File: config.mk
export PLATFORM = sky130hd
export DESIGN_NAME = blink_pattern
export DESIGN_NICKNAME = d
export VERILOG_FILES = /design/src/rtl/blink_pattern.sv
export SDC_FILE = /design/constraint.sdc
export NUM_CORES = 1
export LEC_CHECK = 0
export ABC_AREA = 1
export CORE_MARGIN = 2
export CORE_UTILIZATION = 54
export CTS_CLUSTER_SIZE = 10
export DETAILED_ROUTE_END_ITERATION = 8
export GPL_TIMING_DRIVEN = 0
export PLACE_DENSITY = 0.82
export SYNTH_ARGS = -nofsm -noshare
export SYNTH_HDL_FRONTEND = slang
export SYNTH_SLANG_ARGS = --single-unit
File: constraint.sdc
create_clock -name Clk -period 1.9 [get_ports Clk]
set_input_delay 0.285 -clock Clk [delete_from_list [all_inputs] [get_ports Clk]]
set_output_delay 0.285 -clock Clk [all_outputs]
set_load 0.03 [all_outputs]
File: src/rtl/blink_pattern.sv
// LED pattern engine: prescaled step rate, debounced mode button,
// four display modes (blink, shift, bounce, count).
module blink_pattern #(
  parameter int WIDTH    = 8,
  parameter int DIV_BITS = 16,
  parameter int DEBOUNCE = 4
) (
  input  logic                Clk,
  input  logic                Reset,
  input  logic                Button,
  input  logic [DIV_BITS-1:0] Rate,
  output logic [WIDTH-1:0]    Leds,
  output logic [1:0]          Mode,
  output logic                Tick
);

  typedef enum logic [1:0] {
    BLINK  = 2'd0,
    SHIFT  = 2'd1,
    BOUNCE = 2'd2,
    COUNT  = 2'd3
  } mode_e;

  localparam int DCW =
    (DEBOUNCE > 1) ? $clog2(DEBOUNCE) : 1;
  localparam logic [DCW-1:0] DC_LAST =
    DCW'(DEBOUNCE - 1);
  localparam logic [WIDTH-1:0] ONE =
    WIDTH'(1);

  logic [DIV_BITS-1:0] cnt_q, cnt_d;
  logic                sync1_q, sync1_d;
  logic                sync2_q, sync2_d;
  logic                deb_q, deb_d;
  logic [DCW-1:0]      dcnt_q, dcnt_d;
  logic                dir_q, dir_d;
  logic [WIDTH-1:0]    leds_q, leds_d;
  mode_e               mode_q, mode_d;
  logic                tick_q, tick_d;

  logic                step;
  logic                advance;
  logic                differ;
  logic                settled;
  logic [WIDTH-1:0]    bnc_nxt;
  logic                bnc_dir;

  always_comb begin
    differ  = (sync2_q != deb_q);
    settled = (dcnt_q == DC_LAST);
    // Only a rising debounced level advances the mode
    advance = differ & settled & sync2_q;
    step    = (cnt_q == '0);
  end

  always_comb begin
    sync1_d = Button;
    sync2_d = sync1_q;
    deb_d   = deb_q;
    dcnt_d  = '0;
    if (differ) begin
      if (settled) begin
        deb_d = ~deb_q;
      end else begin
        dcnt_d = dcnt_q + 1'b1;
      end
    end
  end

  always_comb begin
    cnt_d = cnt_q - 1'b1;
    if (step || advance) begin
      cnt_d = Rate;
    end
  end

  always_comb begin
    bnc_nxt = dir_q ? (leds_q << 1)
                    : (leds_q >> 1);
    // Turn around on the edge that lands on an end bit
    bnc_dir = dir_q ? ~bnc_nxt[WIDTH-1]
                    : bnc_nxt[0];
  end

  always_comb begin
    mode_d = mode_q;
    leds_d = leds_q;
    dir_d  = dir_q;
    tick_d = 1'b0;
    if (advance) begin
      mode_d = mode_e'(2'(mode_q + 2'd1));
      dir_d  = 1'b1;
      unique case (mode_d)
        SHIFT, BOUNCE: leds_d = ONE;
        default:       leds_d = '0;
      endcase
    end else if (step) begin
      tick_d = 1'b1;
      unique case (mode_q)
        BLINK:  leds_d = ~leds_q;
        SHIFT:  leds_d = {leds_q[WIDTH-2:0],
                          leds_q[WIDTH-1]};
        BOUNCE: begin
          leds_d = bnc_nxt;
          dir_d  = bnc_dir;
        end
        COUNT:  leds_d = leds_q + ONE;
      endcase
    end
  end

  always_ff @(posedge Clk) begin
    if (Reset) begin
      cnt_q   <= Rate;
      sync1_q <= 1'b0;
      sync2_q <= 1'b0;
      deb_q   <= 1'b0;
      dcnt_q  <= '0;
      dir_q   <= 1'b1;
      leds_q  <= '0;
      mode_q  <= BLINK;
      tick_q  <= 1'b0;
    end else begin
      cnt_q   <= cnt_d;
      sync1_q <= sync1_d;
      sync2_q <= sync2_d;
      deb_q   <= deb_d;
      dcnt_q  <= dcnt_d;
      dir_q   <= dir_d;
      leds_q  <= leds_d;
      mode_q  <= mode_d;
      tick_q  <= tick_d;
    end
  end

  assign Leds = leds_q;
  assign Mode = mode_q;
  assign Tick = tick_q;

endmodule
# After elaboration in Yosys (flattened, before gate mapping)
# Cells that the tools add are included.
[word_totals]
reg_bits = 33
[op_classes]
n_addsub = 4
eq_ne = 7
mux = 9
bitwise_logic = 6
reduce_logical = 9
[op_table]
columns = ["operator", "n"]
rows = [
  ["2-to-1 mux 16 bit", 2],
  ["one-hot mux 8 bit (4 select lines)", 1],
  ["2-to-1 mux 8 bit", 3],
  ["logical NOT 16 bit", 1],
  ["subtractor 16 x 1 -> 16 bit, second input constant", 1],
  ["adder 8 x 1 -> 8 bit, second input constant", 1],
  ["equality test 2 bit, second input constant", 4],
  ["inverter 8 bit", 1],
  ["adder 2 x 1 -> 2 bit, second input constant", 2],
  ["equality test 2 x 1 -> 1 bit, second input constant", 2],
  ["AND reduction 2 bit", 2],
  ["OR reduction 2 bit", 2],
  ["2-to-1 mux 1 bit", 3],
  ["inverter 1 bit", 3],
  ["OR reduction 3 bit", 1],
  ["AND 1 bit", 2],
  ["logical NOT 2 bit", 1],
  ["nonzero test 2 bit", 1],
  ["logical OR 1 bit", 1],
  ["inequality test 1 bit", 1],
]

# Longest topological paths before layout
# Gate-level depths: netlist (run 1).
[logic_depth]
word_depth = 6
depth_mapped = 10

# Worst setup path before layout (run 1)
# OpenSTA, ideal clock, no wires.
[synth_timing]
kind = "register to register"
start = "register mode_q[0] (netlist: Mode[0])"
end = "register leds_q[5] (netlist: Leds[5])"
setup_ps = 113
arrival_time_ps = 1573
t_required_ps = 1787
path_slack_ps = 214
stages_incl_launch_ff = 10
path_buffers = 1
synth_period_minus_slack_ps = 1686
cell_sequence = "dfxtp_1 > inv_1 > ha_1 > clkbuf_1 > inv_1 > o21ai_0 > a21oi_1 > nand2_1 > nand3_1 > nand2_1"
[synth_via]
elab_chain_cells = 4
elab_cells_between_ends = 7
[synth_lines]
columns = ["element", "line_no", "text"]
rows = [
  ["start, declared", "38", "mode_e mode_q, mode_d;"],
  ["start signal, assigned", "131", "mode_q <= mode_d;"],
  ["equality test 2 bit, or another cell as far along", "99", "unique case (mode_q)"],
  ["one-hot mux 8 bit (4 select lines) (*)", "99", ""],
  ["2-to-1 mux 8 bit (*)", "97", "end else if (step) begin"],
  ["2-to-1 mux 8 bit (*)", "90", "if (advance) begin"],
  ["end signal, assigned", "130", "leds_q <= leds_d;"],
  ["end, declared", "37", "logic [WIDTH-1:0] leds_q, leds_d;"],
]
# Mark *: on every way between the ends. The rest lies on a longest branch, timed or not. The select of a mux whose other input is x is not followed.
# A chain may end at the register's enable or synchronous reset.

# Worst setup path in the final report (run 1)
[layout_timing]
start = "register leds_q[2] (netlist: Leds[2])"
end = "output Leds[2]"
[layout_lines]
columns = ["element", "line_no", "text"]
rows = [
  ["end, declared", "12", "output logic [WIDTH-1:0] Leds,"],
]
# No word-level cell between the ends.

==> reports/metrics.csv, run 1 <==
stage,metric,value,unit
worst_hold_path,holdPathStages,2,
floorplanning,core_area,3420,um^2
floorplanning,die_w,64.5,um
synthesis,synth_area,1970,um^2
critical_path,cp-end-kind,output port,
finish,drive_gt1_share,6.12,%
routing,routed_wl,4.13,mm
routing,wl_met2,1.76,mm
sta,period_share,96.0,%
sta,hold_ws,411,ps
grt,grt_pass1_wl,7.05,mm
status,status,completed,
critical_path,rrSetupSlack,240,ps
grt,antenna_found_initial,0,
sta,slew_headroom,68.4,%
synthesis,ys.flop_type,dfxtp_1,
grt,grt_max_degree,11,
routing,num_vias,1927,
finish,stdcell_area,2380,um^2
grt,grt_usage,21.9,%
cts,clk_latency,350,ps
synthesis,ys_top_cells_by_area,"dfxtp_1 33%, nand2_1 16%, nor2_1 8.7%, inv_1 7.4%, nand3_1 6.6%",
routing,ant_nets,0,
cts,clock_sinks,33,
power,p_per_area,583,nW/um^2
placement,dp_hpwl,3.08,mm
sta,worst_pin_slew,474,ps
grt,grt_pass1_vias,1678,
synthesis,yosysSeqAreaShare,33.5,%
synthesis,synth-async-reset-ratio,0,%
synthesis,yosysMostFrequentCell,nand2_1,
routing,wl_met3,246,um
synthesis,syn-num-nets,333,
synthesis,synth_cells,307,
placement,placed_cell_area,2320,um^2
routing,post_drt_wl_per_cell,10.6,um
finish,diodes,0,
floorplanning,die_height,64.5,um
sta,fin_skew,9.51,ps
sta,setup_viol,0,
finish,fin_util,69.7,%
sta,slew_violations,0,
cts,cts_buffer_depth,2,
critical_path,start_kind,register,
cts,cts_root_buffer,clkbuf_4,
critical_path,critical_path_buf_inv_count,1,
floorplanning,rows,21,
sta,fmax,548,MHz
synthesis,synth_edf_count,0,
synthesis,syn_avg_cell_area,6.43,um^2
power,p_leak,0.00106,uW
sta,rsz0062_at_grt,no,
critical_path,critical_path.top_delay_family,buffers and inverters,
synthesis,synth.largest_area_cell,dfxtp_1,
critical_path,cpPeakStageDelay,720,ps
grt,grt_remaining_overflow,0,
critical_path,worst_ep_required_time,1620,ps
critical_path,path_max_fanout,8,
critical_path,slowest_stage,clkdlybuf4s50_1,
cts,cts_made_buffers,5,
synthesis,ys_seq_elements,33,
finish,fin_nets,369,
job,drv_cap,0,
routing,drt_iter0_drc,134,
floorplanning,initial_core_util,57.8,%
cts,htree_levels,2,
synthesis,yosys_warnings,0,
critical_path,cp_cell_sequence,clkdlybuf4s50_1,
sta,setup_tns,0,ps
placement,io_buffers,29,
worst_hold_path,min_path_type,reg2reg,
floorplanning,io_pins,30,
cts,tritoncts,yes,
synthesis,synth_common_cells,"86 x nand2_1, 46 x nor2_1, 39 x inv_1",
critical_path,path_class,reg2out,
routing,dr.pass1.iters,4,
placement,place.gp.congestion,0.887,
routing,viasPerCell,4.95,
critical_path,worstPathArrival,1540,ps
finish,final_cells,389,
critical_path,reg2reg_depth,10,
routing,wl_met1,2.07,mm
routing,routed.top_layer,met4,
cts,cts.clk_slew.worst_paths,100,ps
synthesis,synth.distinct_cells,26,
placement,dp_cells,382,
sta,hold_viol,0,
power,ir_worst_vdd,0.000662,V
synthesis,synth_top_area_share,33.5,%
critical_path,worst-path-stages,1,
sta,finalCriticalPeriod,1820,ps
floorplanning,die_area,4160,um^2
routing,route.detailed.drc,0,
finish,area_growth,20.6,%
[per-stage QoR]
| step | setup slack [ps] | power (uW) |
|---|---|---|
| floorplan | 214 | 917 |
| global placement | 127 | 986 |
| detailed placement | 111 | 992 |
| CTS | 65.3 | 1400 |
| global route | 8.12 | 1460 |
| finish | 76.4 | 1390 |
[placed cells by master (no fill, tap or decap), types with 2 or more instances in the layout]
master,n
xnor2_1,5
xor2_1,2
dfxtp_1,32
nor2_2,3
nand4_1,4
clkbuf_4,5
o21ai_0,26
nand2_1,86
clkbuf_1,3
inv_1,38
ha_1,7
a21oi_1,14
buf_6,2
nand3_1,26
nor2_1,46
clkdlybuf4s50_1,28
[path summary, 6_finish.rpt]
check | to | start
setup / recovery | Leds[2] | Leds[2]
hold / removal | sync2_q | sync1_q
setup reg to reg | cnt_q[10] | cnt_q[0]
hold reg to reg | sync2_q | sync1_q
[final cells by class]
type,instances,area [um^2]
buffer,5,37.5
clock buffer,7,55.1
fill,306,1030
inverter,40,153
multi-input combinational,229,1120
sequential,33,662
tap,46,57.6
timing repair buffer,29,293
[per-layer routing]
layer  up-vias  GRT usage, %
met5         -             0
met4         0          10.9
met3         6          4.69
met2        45          35.0
met1       828          28.1
li1       1048             -
[power by group]
part           switching [uW]  internal, uW  leakage (uW)
combinational             108          97.8      0.000760
sequential               37.5           734      0.000273
clock                     237           175     0.0000314
total                     382          1010       0.00106
[state kept, by name, indices dropped and copies added (netlist names)]
name and cells:
Leds 8, Mode 2, Tick 1, cnt_q 16, dcnt_q 2, deb_q 1
dir_q 1, sync1_q 1, sync2_q 1
[what timing repair did]
action | in CTS | in global routing
setup endpoints to repair | 0 | 6
hold buffers | 0 | 0
buffers inserted | 0 | 0
gates resized for setup | 0 | 3
endpoints found under the hold margin | 0 | 0
[cell families (layout without fill, tap and decap cells)]
| kind of cell | after synthesis | after routing | synth area share [%] |
|---|---|---|---|
| compound gates | 41 | 41 | 10.5 |
| buf+inv | 45 | 81 | 9.63 |
| simple gates | 174 | 174 | 38.8 |
| flops | 33 | 33 | 33.5 |
| fa+ha+maj | 7 | 7 | 4.44 |
| xor+xnor | 7 | 7 | 3.11 |
Power figures use the tool's default switching activity.
==> run 2: changes to the inputs <==
--- a/config.mk
+++ b/config.mk
@@ -11,6 +11,7 @@
 export CTS_CLUSTER_SIZE = 10
 export DETAILED_ROUTE_END_ITERATION = 8
 export GPL_TIMING_DRIVEN = 0
+export HOLD_SLACK_MARGIN = 0.06
 export PLACE_DENSITY = 0.82
 export SYNTH_ARGS = -nofsm -noshare
 export SYNTH_HDL_FRONTEND = slang
==> results of run 2 <==
Same layout as run 1: the final DEF is identical, and so are final timing and power.
